**src/rtl/ps2_keystroke_decoder.sv**
```systemverilog
// rtl/ps2_keystroke_decoder.sv - PS/2 set-2 frame receiver emitting letter codes on key release
`timescale 1ns/1ps
module ps2_keystroke_decoder #(
  parameter int SYNC_STAGES    = 2,
  parameter int TIMEOUT_CYCLES = 50000
) (
  input  logic       clk,
  input  logic       rst_n,
  input  logic       ps2_clk,
  input  logic       ps2_data,
  output logic [4:0] keystroke,
  output logic       key_released,
  output logic       frame_error
);

  localparam int TW = $clog2(TIMEOUT_CYCLES + 1);

  typedef enum logic [1:0] {IDLE, DATA, PARITY, STOP} state_t;

  state_t                 state, stateNext;
  logic [SYNC_STAGES-1:0] clkSync, dataSync;
  logic                   psClkPrev;
  logic                   psClk, psData, fallEdge;
  logic [7:0]             shiftReg, byteReg;
  logic [2:0]             bitCnt;
  logic                   parityBit;
  logic [TW-1:0]          timer;
  logic                   timedOut, acceptByte, badFrame;
  logic                   byteValid, breakPending, extended;
  logic [4:0]             letter;

  function automatic logic [4:0] letterCode(input logic [7:0] sc);
    case (sc)
      8'h1C: letterCode = 5'd1;   8'h32: letterCode = 5'd2;   8'h21: letterCode = 5'd3;
      8'h23: letterCode = 5'd4;   8'h24: letterCode = 5'd5;   8'h2B: letterCode = 5'd6;
      8'h34: letterCode = 5'd7;   8'h33: letterCode = 5'd8;   8'h43: letterCode = 5'd9;
      8'h3B: letterCode = 5'd10;  8'h42: letterCode = 5'd11;  8'h4B: letterCode = 5'd12;
      8'h3A: letterCode = 5'd13;  8'h31: letterCode = 5'd14;  8'h44: letterCode = 5'd15;
      8'h4D: letterCode = 5'd16;  8'h15: letterCode = 5'd17;  8'h2D: letterCode = 5'd18;
      8'h1B: letterCode = 5'd19;  8'h2C: letterCode = 5'd20;  8'h3C: letterCode = 5'd21;
      8'h2A: letterCode = 5'd22;  8'h1D: letterCode = 5'd23;  8'h22: letterCode = 5'd24;
      8'h35: letterCode = 5'd25;  8'h1A: letterCode = 5'd26;
      default: letterCode = 5'd0;
    endcase
  endfunction

  // Synchronisers idle high so reset never fabricates a falling edge
  always_ff @(posedge clk or negedge rst_n) begin
    if (!rst_n) begin
      clkSync   <= '1;
      dataSync  <= '1;
      psClkPrev <= 1'b1;
    end else begin
      clkSync   <= {clkSync[SYNC_STAGES-2:0], ps2_clk};
      dataSync  <= {dataSync[SYNC_STAGES-2:0], ps2_data};
      psClkPrev <= psClk;
    end
  end

  assign psClk    = clkSync[SYNC_STAGES-1];
  assign psData   = dataSync[SYNC_STAGES-1];
  assign fallEdge = psClkPrev & ~psClk;
  assign timedOut = (state != IDLE) && !fallEdge && (timer == TW'(TIMEOUT_CYCLES));
  assign letter   = letterCode(byteReg);

  always_ff @(posedge clk or negedge rst_n) begin
    if (!rst_n) state <= IDLE;
    else        state <= stateNext;
  end

  always_comb begin
    stateNext  = state;
    acceptByte = 1'b0;
    badFrame   = 1'b0;
    if (timedOut) begin
      stateNext = IDLE;
    end else if (fallEdge) begin
      case (state)
        IDLE:   if (!psData) stateNext = DATA;
        DATA:   if (bitCnt == 3'd7) stateNext = PARITY;
        PARITY: stateNext = STOP;
        STOP: begin
          stateNext = IDLE;
          if ((^{shiftReg, parityBit}) && psData) acceptByte = 1'b1;
          else                                    badFrame   = 1'b1;
        end
        default: stateNext = IDLE;
      endcase
    end
  end

  always_ff @(posedge clk or negedge rst_n) begin
    if (!rst_n) begin
      shiftReg  <= '0;
      bitCnt    <= '0;
      parityBit <= 1'b0;
      timer     <= '0;
      byteReg   <= '0;
      byteValid <= 1'b0;
    end else begin
      byteValid <= acceptByte;
      if (acceptByte) byteReg <= shiftReg;
      if (state == IDLE || fallEdge) timer <= '0;
      else if (!timedOut)            timer <= timer + TW'(1);
      if (fallEdge && !timedOut) begin
        case (state)
          IDLE:   bitCnt <= '0;
          DATA: begin
            shiftReg <= {psData, shiftReg[7:1]};
            bitCnt   <= bitCnt + 3'd1;
          end
          PARITY: parityBit <= psData;
          default: ;
        endcase
      end
    end
  end

  // Byte interpretation runs one cycle after acceptance
  always_ff @(posedge clk or negedge rst_n) begin
    if (!rst_n) begin
      keystroke    <= '0;
      key_released <= 1'b0;
      frame_error  <= 1'b0;
      breakPending <= 1'b0;
      extended     <= 1'b0;
    end else begin
      key_released <= 1'b0;
      frame_error  <= badFrame | timedOut;
      if (badFrame) begin
        breakPending <= 1'b0;
        extended     <= 1'b0;
      end else if (byteValid) begin
        if (byteReg == 8'hE0) begin
          extended <= 1'b1;
        end else if (byteReg == 8'hF0) begin
          breakPending <= 1'b1;
        end else begin
          if (breakPending && !extended && letter != 5'd0) begin
            keystroke    <= letter;
            key_released <= 1'b1;
          end
          breakPending <= 1'b0;
          extended     <= 1'b0;
        end
      end
    end
  end

endmodule

```
**config.mk**
```make
export PLATFORM = sky130hd
export DESIGN_NAME = ps2_keystroke_decoder
export DESIGN_NICKNAME = d
export VERILOG_FILES = /design/src/rtl/ps2_keystroke_decoder.sv
export SDC_FILE = /design/constraint.sdc
export NUM_CORES = 1
export LEC_CHECK = 0
export ABC_CLOCK_PERIOD_IN_PS = 2400
export BUFFER_PORTS_ARGS = -buffer_cell sky130_fd_sc_hd__buf_2
export CAP_MARGIN = 20
export CORE_UTILIZATION = 55
export DETAILED_ROUTE_END_ITERATION = 6
export PLACE_DENSITY = 0.72
export SLEW_MARGIN = 40
export SYNTH_ARGS = -nofsm -noshare
export SYNTH_HDL_FRONTEND = slang
export SYNTH_SLANG_ARGS = --single-unit
```
**constraint.sdc**
```tcl
create_clock -name clk -period 2.4 [get_ports clk]
set_input_delay 0.12 -clock clk [delete_from_list [all_inputs] [get_ports clk]]
set_output_delay 0.12 -clock clk [all_outputs]
set_load 0.005 [all_outputs]
```
==> results of run 1 <==
## worst paths after layout
path	slack, ns	endpoint	start	depth (start not counted)
hold / removal	0.36	clkSync[1]	clkSync[0]	0
min in group asynchronous	0.46	keystroke[0]	rst_n	3
max in group asynchronous	1.51	byteReg[7]	rst_n	3
setup / recovery	0.23	keystroke[4]	byteReg[1]	8
setup reg to reg	0.23	keystroke[4]	byteReg[1]	8
hold reg to reg	0.36	clkSync[1]	clkSync[0]	0
## sequential cells by signal, indices dropped and copies added (netlist names)
name / cells
frame_error: 1
psClkPrev: 1
timer: 16
byteReg: 8
extended: 1
dataSync: 2
byteValid: 1
breakPending: 1
keystroke: 5
shiftReg: 8
key_released: 1
parityBit: 1
clkSync: 2
bitCnt: 3
state: 2
## report_power, final
part	internal (mW)	switching, mW	leakage [nW]
sequential	1.07	0.234	0.701
combinational	0.593	0.596	0.707
clock	0.208	0.278	0.0456
## per-stage QoR
step	hold WS [ns]	setup slack, ns
detailed placement	0.227	0.152
global placement	0.226	0.205
global route	0.364	0.0413
CTS	0.361	0.141
floorplan	-0.176	0.302
finish	0.360	0.226
## kinds of logic (layout without fill, tap and decap cells)
logic type | after synthesis | after routing | share of synthesized area (%)
buffers and inverters | 29 | 43 | 3.81
AOI/OAI and AO/OA | 62 | 62 | 13.0
DFF | 53 | 53 | 44.1
xor gates and xnor gates | 16 | 16 | 6.34
muxes | 26 | 26 | 9.78
and+or+nand+nor | 101 | 101 | 17.9
adders and majority gates | 12 | 12 | 4.97
## final cells by class
type                            instances  area share [%]
Clock buffer                            6            2.22
Clock inverter                          2           0.421
Inverter                               17            1.95
Multi-Input combinational cell        217            48.4
Sequential cell                        53            40.8
Tap cell                               70            2.68
Timing Repair Buffer                   18            3.60
## timing repair
item,in CTS,in global routing
endpoints found under the hold margin,50,0
buffers inserted,0,0
setup endpoints to repair,0,4
hold buffers,3,0
gates resized for setup,0,2
## cell usage in the layout, fill, tap and decap left out, drive strengths merged, types with 2 or more instances in the layout
cell type     n
clkbuf        6
xnor2         4
dfrtp        48
and2          2
dfstp         5
or3           8
a31o          2
dlygate4sd3   3
a32o          2
ha           12
nor2         19
nand4         6
mux2         18
nor3          3
inv          18
o2111ai       4
o22ai         2
o21ai        19
or2           2
xnor3         2
mux2i         7
nand4b        3
or4           3
nand3         7
xor2          9
buf          15
o211ai        3
nand2        28
a21oi        18
nand3b        3
a32oi         2
o311ai        2
nor2b         5
a211oi        2
nand2b        7
o21a          2
## routing by layer
layer  global-route usage [%]  wire, um
met4                     4.62        65
met5                        0         0
met1                     28.8      2590
met2                     33.4      2590
met3                     3.23       229
==> out/results.ini, run 1 <==
[yosys]
seq_area_frac_synth_pct=44.1
syn_area_mm2=0.00302
syn_nets=315
async_reset_ff_share_pct=100
ys_ff_latch=53
ys_types=54
syn_avg_cell_area_um2=10.1
synth_enable_flop_cells=0
postSynthCellCount=299
ys_warn_count=0
synth_top_area_cell=dfrtp_1
synth-main-ff-cell=dfrtp_1
synth_top_area_share_pct=39.8
synth_area_leaders=dfrtp_1, mux2_2, ha_1
synth_most_common_cell=dfrtp_1
yosys-top-cells-count=dfrtp_1, nand2_1, o21ai_0

[sta]
fin_crit_sh_pct=90.6
setup_viol=0
fmax_mhz=460
worst_pin_slew_ns=0.652
period_needed_ns=2.17
fin_setup_tns_ns=0
finalClockSkew_ns=0.00874
relSlewSlack_pct=56.5
hold_violations=0
drv_slew=0
grt_setup_unrepaired=false

[power]
power.total_mw=2.98
power.density_mw_per_mm2=912
ir_drop_mv=0.720
leakage_nw=1.45

[final_layout]
fin_area_mm2=0.00327
drive_above_1_share_pct=17.9
nNetsFinal=328
ff_latch_area_mm2=0.00133
multi_input_area_mm2=0.00158
area_growth_syn_to_layout_pct=8.25
antenna_cells=0
fill_cells=445
postLayoutCoreUtil_pct=62.8
instances_no_fill=383

[routing]
vias=2262
drtIter0Drc=225
totalWireLength_um=5470
drc_errors=0
avgRoutedWirePerCell_um=14.3
drtPass1Iterations=4
antenna_left=0
vias_per_cell=5.91

[clock_network]
cts_tree=yes
clkLatencyLatePin_ns=0.30
clk_pin_slew_ns=0.09
h-tree-depth=2
cts_root_buffer=clkbuf_8
cts_sinks=53
cts_buffer_depth=2
numCtsBuffers=5

[flow_run]
cap_violations=0

[placed_design]
dp_hpwl_um=3910
place_inst=372
placed_cell_area_mm2=0.00314
gp_congestion=0.900
port_buffers=10

[setup_path]
worstPathBufferInverterCount=1
cp_slowest_stage_delay_ns=0.53
crit_path_cell_trace=inv_1 -> ha_1 -> nand2_1 -> a211oi_1 -> or4_1 -> a21oi_2 -> nand4b_1 -> o21ai_0
cp_top_family=simple AND/OR/NAND/NOR gates
crit_type=reg2reg
cp.arrival_ns=2.39
cp_data_required_time_ns=2.61
cp_slowest_cell=or4_1
endpoint_kind=register
cp_max_fo=5
startpoint_type=register

[floorplanning]
die_w_um=76.1
die_h_um=76.1
io-pin-count=11
die-area_mm2=0.00579
start_util_pct=58.0
rows=26
core_mm2=0.00520

[grt]
grt_max_degree=54
grt_use_total_pct=20.4
antenna_found_initial=0
grt_pass1_wl_um=9710
grt_pass1_vias=2144
grt_overflow=0

[min_path]
hp-class=reg2reg

[status]
status=completed

No activity file was read; power rests on OpenSTA's default activity.
==> inputs of run 2 (changes only) <==
--- a/config.mk
+++ b/config.mk
@@ -7,4 +7,3 @@
 export LEC_CHECK = 0
-export ABC_CLOCK_PERIOD_IN_PS = 2400
-export BUFFER_PORTS_ARGS = -buffer_cell sky130_fd_sc_hd__buf_2
+export ABC_CLOCK_PERIOD_IN_PS = 2300
 export CAP_MARGIN = 20
@@ -12,3 +11,4 @@
 export DETAILED_ROUTE_END_ITERATION = 6
-export PLACE_DENSITY = 0.72
+export DONT_BUFFER_PORTS = 1
+export PLACE_DENSITY = 0.7
 export SLEW_MARGIN = 40
==> constraint.sdc (replaced) <==
create_clock -name clk -period 2.3 [get_ports clk]
set_input_delay 0.115 -clock clk [delete_from_list [all_inputs] [get_ports clk]]
set_output_delay 0.115 -clock clk [all_outputs]
set_load 0.02 [all_outputs]
==> out/results.ini, run 2 (same netlist as run 1, synthesis figures left out) <==
[setup_path]
cp_slowest_cell=or4_4
cp_max_fo=5  ; unchanged
cp.arrival_ns=2.37  ; -0.02 ns
cp_data_required_time_ns=2.49  ; -0.12 ns
endpoint_kind=register
cp_slowest_stage_delay_ns=0.51  ; -0.02 ns
startpoint_type=register
crit_type=reg2reg
crit_path_cell_trace=buf_4 -> ha_1 -> nand2_1 -> a211oi_1 -> or4_4 -> a21oi_2 -> nand4b_1 -> nor2b_1

[grt]
antenna_found_initial=0  ; unchanged
grt_max_degree=54  ; unchanged
grt_pass1_wl_um=9500  ; -2.1%
grt_pass1_vias=2094  ; -2.3%
gr-usage-met1_pct=27.8  ; -1.0 points
grt_overflow=0  ; unchanged
met2_usage_pct=33.6  ; +0.27 points
grt_use_total_pct=20.2  ; -0.21 points
met3_usage_pct=3.83  ; +0.60 points
grt-busiest-layer=met2

[final_layout]
fin_area_mm2=0.00334  ; +2.2%
antenna_cells=0  ; unchanged
largest_reg_flops=16  ; unchanged
postLayoutCoreUtil_pct=64.2  ; +1.4 points
top_regs=timer (16), byteReg (8), shiftReg (8)
area_growth_syn_to_layout_pct=10.7
mostFrequentLayoutCells=dfrtp_1, nand2_1, nor2_1, mux2_2
fill_cells=427  ; -4.0%
layout_commonest_cell=dfrtp_1
drive_above_1_share_pct=19.2  ; +1.3 points
nNetsFinal=327  ; -0.30%
largest_register=timer

[placed_design]
pre_cts_slack_ns=0.0478  ; -0.104 ns
port_buffers=0  ; -10
placed_cell_area_mm2=0.00314  ; -0.16%
dp_hpwl_um=3900  ; -0.20%
gp_congestion=0.944  ; +4.9%

[sta]
finalClockSkew_ns=0.00485  ; -0.00389 ns
period_needed_ns=2.18  ; +0.00665 ns
hold_violations=0  ; unchanged
relSlewSlack_pct=66.7  ; +10 points
drv_slew=0  ; unchanged
fin_setup_tns_ns=0  ; unchanged
fmax_mhz=459  ; -0.31%
setup_viol=0  ; unchanged
setup_slack_ns=0.119  ; -0.107 ns
worst_pin_slew_ns=0.500  ; -0.153 ns
fin_crit_sh_pct=94.8  ; +4.2 points

[routing]
antenna_left=0  ; unchanged
vias_per_cell=5.76  ; -2.5%
drtIter0Drc=225  ; unchanged
drtPass1Iterations=4  ; unchanged
totalWireLength_um=5490  ; +0.38%
avgRoutedWirePerCell_um=14.4  ; +0.65%
drc_errors=0  ; unchanged
vias=2199  ; -2.8%

[power]
power.total_mw=3.22  ; +8.0%
leakage_nw=1.47  ; +1.0%
ir_drop_mv=0.593  ; -18%
power.density_mw_per_mm2=964  ; +5.6%

[clock_network]
h-tree-depth=2  ; unchanged
cts_tree=yes
clkLatencyLatePin_ns=0.29  ; about the same
cts_sinks=53  ; unchanged
cts_root_buffer=clkbuf_8
clk_pin_slew_ns=0.09  ; about the same
numCtsBuffers=5  ; unchanged
cts_buffer_depth=2  ; unchanged

[floorplanning]
die_h_um=76.1  ; unchanged
start_util_pct=58.0  ; unchanged
rows=26  ; unchanged
die_w_um=76.1  ; unchanged
die-area_mm2=0.00579  ; unchanged
io-pin-count=11  ; unchanged
core_mm2=0.00520  ; unchanged

[status]
status=completed

[flow_run]
cap_violations=0  ; unchanged

[min_path]
hp-class=in2async

[run 2: cell count changes in the layout (fill, tap and decap cells not counted), moves of 2 or more]
cell | previous run | this run
o21ai_0 | 19 | 17
o21ai_1 | 0 | 2
ha_1 | 12 | 10
ha_2 | 0 | 2
clkbuf_8 | 5 | 7
buf_2 | 10 | 0
buf_4 | 5 | 13
[run 2: path summary, 6_finish.rpt]
check / end / startpoint / slack (ns) / cells past startpoint
setup / recovery: key_released / byteReg[0] / 0.12 / 8
hold / removal: keystroke[1] / rst_n / 0.32 / 2
setup reg to reg: key_released / byteReg[0] / 0.12 / 8
hold reg to reg: clkSync[1] / clkSync[0] / 0.36 / 0
max in group asynchronous: dataSync[0] / rst_n / 1.68 / 2
min in group clk: clkSync[0] / ps2_clk / 0.35 / 1
[run 2: through the flow]
step | std cells | hold slack (ns)
2_1_floorplan | 299 | -0.181
3_3_place_gp | 368 | -0.179
3_5_place_dp | 368 | -0.179
4_1_cts | 380 | 0.331
5_1_grt | 382 | 0.332
6_report | 382 | 0.318
[run 2: what timing repair did]
| action | 4_1_cts | 5_1_grt |
|---|---|---|
| setup buffers | 0 | 2 |
| endpoints found under the hold margin | 55 | 0 |
| gates resized for setup | 0 | 9 |
| setup endpoints to repair | 0 | 5 |
| hold buffers | 4 | 0 |
[run 2: worst max-delay path: cells and delay by family, from the launching register on]
family | cells | cell delay, ns
AND/OR/NAND/NOR | 4 | 0.98
flip-flops | 1 | 0.43
AO/OA/AOI/OAI | 2 | 0.26
adder cells (fa/ha/maj) | 1 | 0.25
buffers and inverters | 1 | 0.15
[run 2: report_power, final]
group          total, mW  switching, mW  internal [mW]
Sequential          1.38          0.256           1.12
Combinational       1.27          0.632          0.642
Clock              0.571          0.292          0.278
Total               3.22           1.18           2.04
[run 2: final cells by class]
| class | instances | area [um2] | share of cell area (%) |
|---|---|---|---|
| Timing Repair Buffer | 17 | 155 | 4.64 |
| Inverter | 17 | 63.8 | 1.91 |
| Sequential cell | 53 | 1330 | 39.9 |
| Multi-Input combinational cell | 217 | 1600 | 47.8 |
| Clock inverter | 1 | 8.76 | 0.262 |
| Clock buffer | 7 | 96.3 | 2.88 |
| Tap cell | 70 | 87.6 | 2.62 |
[run 2: metal layers]
metal  part of all wire [%]  vias to the layer above
li1                       -                     1087
met1                     49                     1056
met4                   0.80                        0
met2                     46                       49
met5                      0                        -
met3                    4.6                        7
